<file path="src/rtl/mux4_rr_arbiter.sv">
// Round-robin arbiter and select sequencer for a shared 4:1 mux datapath.
// Grants one requester at a time, caps tenure at MAX_HOLD under contention.
module mux4_rr_arbiter #(
   parameter int DW       = 1,
   parameter int MAX_HOLD = 4
) (
   input  logic          clk,
   input  logic          rst_n,
   input  logic [3:0]    req,
   input  logic [DW-1:0] i0,
   input  logic [DW-1:0] i1,
   input  logic [DW-1:0] i2,
   input  logic [DW-1:0] i3,
   output logic [3:0]    gnt,
   output logic [1:0]    sel,
   output logic [DW-1:0] y,
   output logic          valid
);

   typedef enum logic [0:0] {
      IDLE  = 1'b0,
      GRANT = 1'b1
   } state_t;

   localparam logic [3:0] MAX_HOLD_C = 4'(MAX_HOLD);

   state_t      state_r, state_s;
   logic [1:0]  ptr_r, ptr_s;
   logic [3:0]  hold_cnt_r, hold_cnt_s;
   logic [3:0]  gnt_r, gnt_s;
   logic [1:0]  sel_r, sel_s;
   logic        valid_r, valid_s;
   logic [1:0]  win_s;

   // Scanning from the highest offset down lets the lowest offset from ptr win.
   function automatic logic [1:0] rr_pick(input logic [3:0] r, input logic [1:0] p);
      logic [1:0] idx;
      rr_pick = p;
      for (int k = 3; k >= 0; k--) begin
         idx = p + 2'(k);
         if (r[idx]) begin
            rr_pick = idx;
         end else begin
            rr_pick = rr_pick;
         end
      end
   endfunction

   // Next-state and next-output decision for the arbiter FSM.
   always_comb begin
      state_s    = state_r;
      ptr_s      = ptr_r;
      hold_cnt_s = hold_cnt_r;
      gnt_s      = gnt_r;
      sel_s      = sel_r;
      valid_s    = valid_r;
      win_s      = rr_pick(req, ptr_r);
      case (state_r)
         IDLE: begin
            if (|req) begin
               state_s    = GRANT;
               gnt_s      = 4'b0001 << win_s;
               sel_s      = win_s;
               valid_s    = 1'b1;
               hold_cnt_s = 4'd1;
               ptr_s      = win_s + 2'd1;
            end else begin
               gnt_s      = 4'b0000;
               valid_s    = 1'b0;
               hold_cnt_s = 4'd0;
            end
         end
         GRANT: begin
            // ptr already points past the holder, so an expired holder is scanned last.
            if (req[sel_r] && (hold_cnt_r < MAX_HOLD_C)) begin
               hold_cnt_s = hold_cnt_r + 4'd1;
            end else if (|req) begin
               gnt_s      = 4'b0001 << win_s;
               sel_s      = win_s;
               valid_s    = 1'b1;
               hold_cnt_s = 4'd1;
               ptr_s      = win_s + 2'd1;
            end else begin
               state_s    = IDLE;
               gnt_s      = 4'b0000;
               valid_s    = 1'b0;
               hold_cnt_s = 4'd0;
            end
         end
         default: begin
            state_s    = IDLE;
            gnt_s      = 4'b0000;
            valid_s    = 1'b0;
            hold_cnt_s = 4'd0;
         end
      endcase
   end

   // State and registered-output update.
   always_ff @(posedge clk or negedge rst_n) begin
      if (!rst_n) begin
         state_r    <= IDLE;
         ptr_r      <= 2'd0;
         hold_cnt_r <= 4'd0;
         gnt_r      <= 4'b0000;
         sel_r      <= 2'd0;
         valid_r    <= 1'b0;
      end else begin
         state_r    <= state_s;
         ptr_r      <= ptr_s;
         hold_cnt_r <= hold_cnt_s;
         gnt_r      <= gnt_s;
         sel_r      <= sel_s;
         valid_r    <= valid_s;
      end
   end

   // Data path is unregistered so y tracks the selected input within the cycle.
   always_comb begin
      y = '0;
      if (valid_r) begin
         case (sel_r)
            2'd0:    y = i0;
            2'd1:    y = i1;
            2'd2:    y = i2;
            2'd3:    y = i3;
            default: y = '0;
         endcase
      end else begin
         y = '0;
      end
   end

   assign gnt   = gnt_r;
   assign sel   = sel_r;
   assign valid = valid_r;

endmodule

</file>
<file path="config.mk">
export PLATFORM = sky130hd
export DESIGN_NAME = mux4_rr_arbiter
export DESIGN_NICKNAME = d
export VERILOG_FILES = /design/src/rtl/mux4_rr_arbiter.sv
export SDC_FILE = /design/constraint.sdc
export NUM_CORES = 1
export LEC_CHECK = 0
export ABC_AREA = 1
export BUFFER_PORTS_ARGS = -buffer_cell sky130_fd_sc_hd__buf_2
export CORE_MARGIN = 2
export CORE_UTILIZATION = 35
export CTS_CLUSTER_SIZE = 24
export DETAILED_ROUTE_END_ITERATION = 6
export GPL_TIMING_DRIVEN = 0
export HOLD_SLACK_MARGIN = 0.03
export PLACE_DENSITY = 0.51
export SYNTH_ARGS = -nofsm -noshare
export SYNTH_HDL_FRONTEND = slang
export SYNTH_SLANG_ARGS = --single-unit
</file>
<file path="constraint.sdc">
create_clock -name clk -period 1.8 [get_ports clk]
set_clock_uncertainty 0.1 [all_clocks]
set_input_delay 0.18 -clock clk [delete_from_list [all_inputs] [get_ports clk]]
set_output_delay 0.18 -clock clk [all_outputs]
set_load 0.02 [all_outputs]
</file>
==> impl_metrics.py <==
metrics = {
    "status": {
        "outcome": "finished, final reports clean",
    },
    "timing": {
        "slew_violations": 0,
        "max_freq_mhz": 618,
        "time_the_worst_path_needs_with_i_o_delays_and_setup_ns": 1.62,
        "final-hold-violation-count": 0,
        "fin_worst_hold_slack_ns": 0.122,
        "unrepaired_setup_endpoints_after_global_routing": "false",
        "finalWorstSetupSlack_ns": 0.182,
        "fin_crit_sh": 0.899,
        "finalSetupViolations": 0,
        "tns_ns": 0,
    },
    "floorplanning": {
        "placement_rows": 18,
        "io_pins": 18,
        "die_area_um2": 2980,
        "core_region_area_um2": 2450,
        "floorplan.initialDensity": 0.364,
        "die_width_um": 54.6,
        "die_h_um": 54.6,
    },
    "clocking": {
        "cts_tree": "built",
        "cts_sinks": 14,
        "path_clk_slew_ns": 0.09,
        "worstSkewPairLatency_ns": 0.28,
        "cts.path.max_buffers": 2,
        "cts-buffers-inserted": 3,
        "buffers_inserted_during_post_cts_setup_optimization": 0,
        "h-tree-depth": 1,
        "cts.root.buffer_cell": "clkbuf_4",
    },
    "worst_setup_path": {
        "critPathKind": "register to primary output",
        "timing.critical_path.arrival_ns": 1.34,
        "reg2regPathDepth": 13,
        "end_kind": "primary output",
        "crit_path_start_kind": "register",
        "cp.required_ns": 1.52,
        "flop2flop_setup_slack_ns": 0.22,
        "critPathMaxFanout": 7,
    },
    "pwr": {
        "power.static_leakage_nw": 0.594,
        "finalPower_mw": 2.00,
        "cellPowerDensity_nw_per_um2": 1880,
        "power.ir.vdd_worst_mv": 0.828,
    },
    "synthesis": {
        "yosys_register_bits": 14,
        "syn_inst": 117,
        "ys_types": 20,
        "mappedNetlistNets": 128,
        "seq_area_frac_synth": 0.392,
        "syn_area_um2": 895,
        "synth-warning-count": 0,
        "synth.avg_cell_area_um2": 7.65,
    },
    "drt": {
        "wirelength_mm": 1.80,
        "vias": 792,
        "drt_iter0_markers": 11,
        "detail-route-antenna-nets": 0,
        "avgRoutedWirePerCell_um": 10.7,
        "drcViolationCount": 0,
        "drt_first_pass_iters": 4,
        "post_drt_via_cell_ratio": 4.69,
    },
    "finish": {
        "post_route_cells_drive_above_1_share": 0.360,
        "flow.area_growth_from_synthesis_pct": 18.9,
        "layout.nets": 151,
        "mostFrequentLayoutCell": "nand2_1",
        "layout.cells.non_filler": 169,
        "layout.cells.most_common_list": "nand2_1, buf_2, inv_1, nand2_2, dfrtp_1",
        "final_util": 0.433,
        "design_area_um2": 1060,
        "fillCellCount": 275,
        "antenna-diode-count": 0,
    },
    "place": {
        "placement.setup.worst_slack_ns": 0.225,
        "placement.io_buffers": 17,
        "gp_congestion": 0.775,
        "detail_placement_hpwl_mm": 1.44,
        "dpl.cell_count": 164,
        "detailed_place.area_um2": 1020,
    },
    "global_routing": {
        "grt_pass1_vias": 774,
        "wire_length_of_the_first_global_routing_pass_mm": 3.35,
        "antenna_violations_before_repair": 0,
        "track_usage": 0.161,
        "grt_start_max_net_pins": 15,
        "globalRouteOverflowTotal": 0,
    },
    "worst_hold_path": {
        "hold_critical_path_depth": 3,
        "worstHoldPathType": "input port to register",
    },
    "flow_run": {
        "maxCapViolations": 0,
    },
}
repair_timing:
action | CTS | global route
hold buffers | 1 | 0
hold endpoints to repair | 14 | 0
gates resized for setup | 0 | 0
routing by layer:
layer / up-vias / global-route usage / routed length (um)
met5: - / 0 / 0
met4: 0 / 0.0750 / 27
met3: 4 / 0.0328 / 116
met2: 24 / 0.255 / 773
met1: 353 / 0.210 / 884
li1: 411 / - / -
where the power goes:
part           leakage (nW)  switching (mW)  total (mW)  internal (mW)
Clock                0.0210           0.103       0.226          0.123
Sequential            0.167          0.0901       0.517          0.427
Combinational         0.405           0.820        1.25          0.434
Total                 0.594            1.01        2.00          0.984
Yosys cell counts:
cell type / number / share of area
a21oi_1: 1 / 0.0056
a41oi_1: 1 / 0.0098
buf_6: 1 / 0.013
conb_1: 1 / 0.0042
dfrtp_1: 14 / 0.39
ha_1: 1 / 0.014
inv_1: 15 / 0.063
inv_2: 5 / 0.021
inv_6: 1 / 0.0098
nand2_1: 33 / 0.14
nand2_2: 15 / 0.10
nand3_1: 10 / 0.056
nand3_2: 4 / 0.045
nand4_1: 3 / 0.021
nor2_1: 4 / 0.017
nor2_8: 1 / 0.022
nor3b_1: 1 / 0.0084
nor4_4: 1 / 0.024
o21ai_1: 4 / 0.022
o21ai_2: 1 / 0.0098
state kept, by name (all words and copies together) (netlist names):
register and flops:
gnt 4, sel 2, valid 1, state_r 1, hold_cnt_r 4, ptr_r 2
worst max-delay path: stages (launching register included):
cell     delay, ns
dfrtp_1       0.46
nor2_1        0.17
nand2_1       0.07
a41oi_1       0.17
buf_2         0.19
path summary, 6_finish.rpt:
kind                           from            end
min in group asynchronous     rst_n  hold_cnt_r[1]
min reg2reg                  gnt[1]         gnt[1]
min                          req[2]        state_r
max reg2reg                ptr_r[0]       ptr_r[1]
max in group asynchronous     rst_n         gnt[0]
max                          sel[1]              y
kinds of logic after synthesis:
group | Yosys count | synth area share
AND/OR/NAND/NOR | 72 | 0.436
other | 1 | 0.00419
flip-flops | 14 | 0.392
adder cells (fa/ha/maj) | 1 | 0.0140
AO/OA/AOI/OAI | 7 | 0.0476
buffers and inverters | 22 | 0.106
cell type report:
cell class	count	area, um^2	area share
Buffer	1	11.3	0.0106
Clock buffer	4	36.3	0.0341
Inverter	21	83.8	0.0788
Multi-Input combinational cell	81	449	0.422
Sequential cell	14	350	0.329
Tap cell	30	37.5	0.0353
Timing Repair Buffer	18	95.1	0.0894
Power figures use the tool's default switching activity.
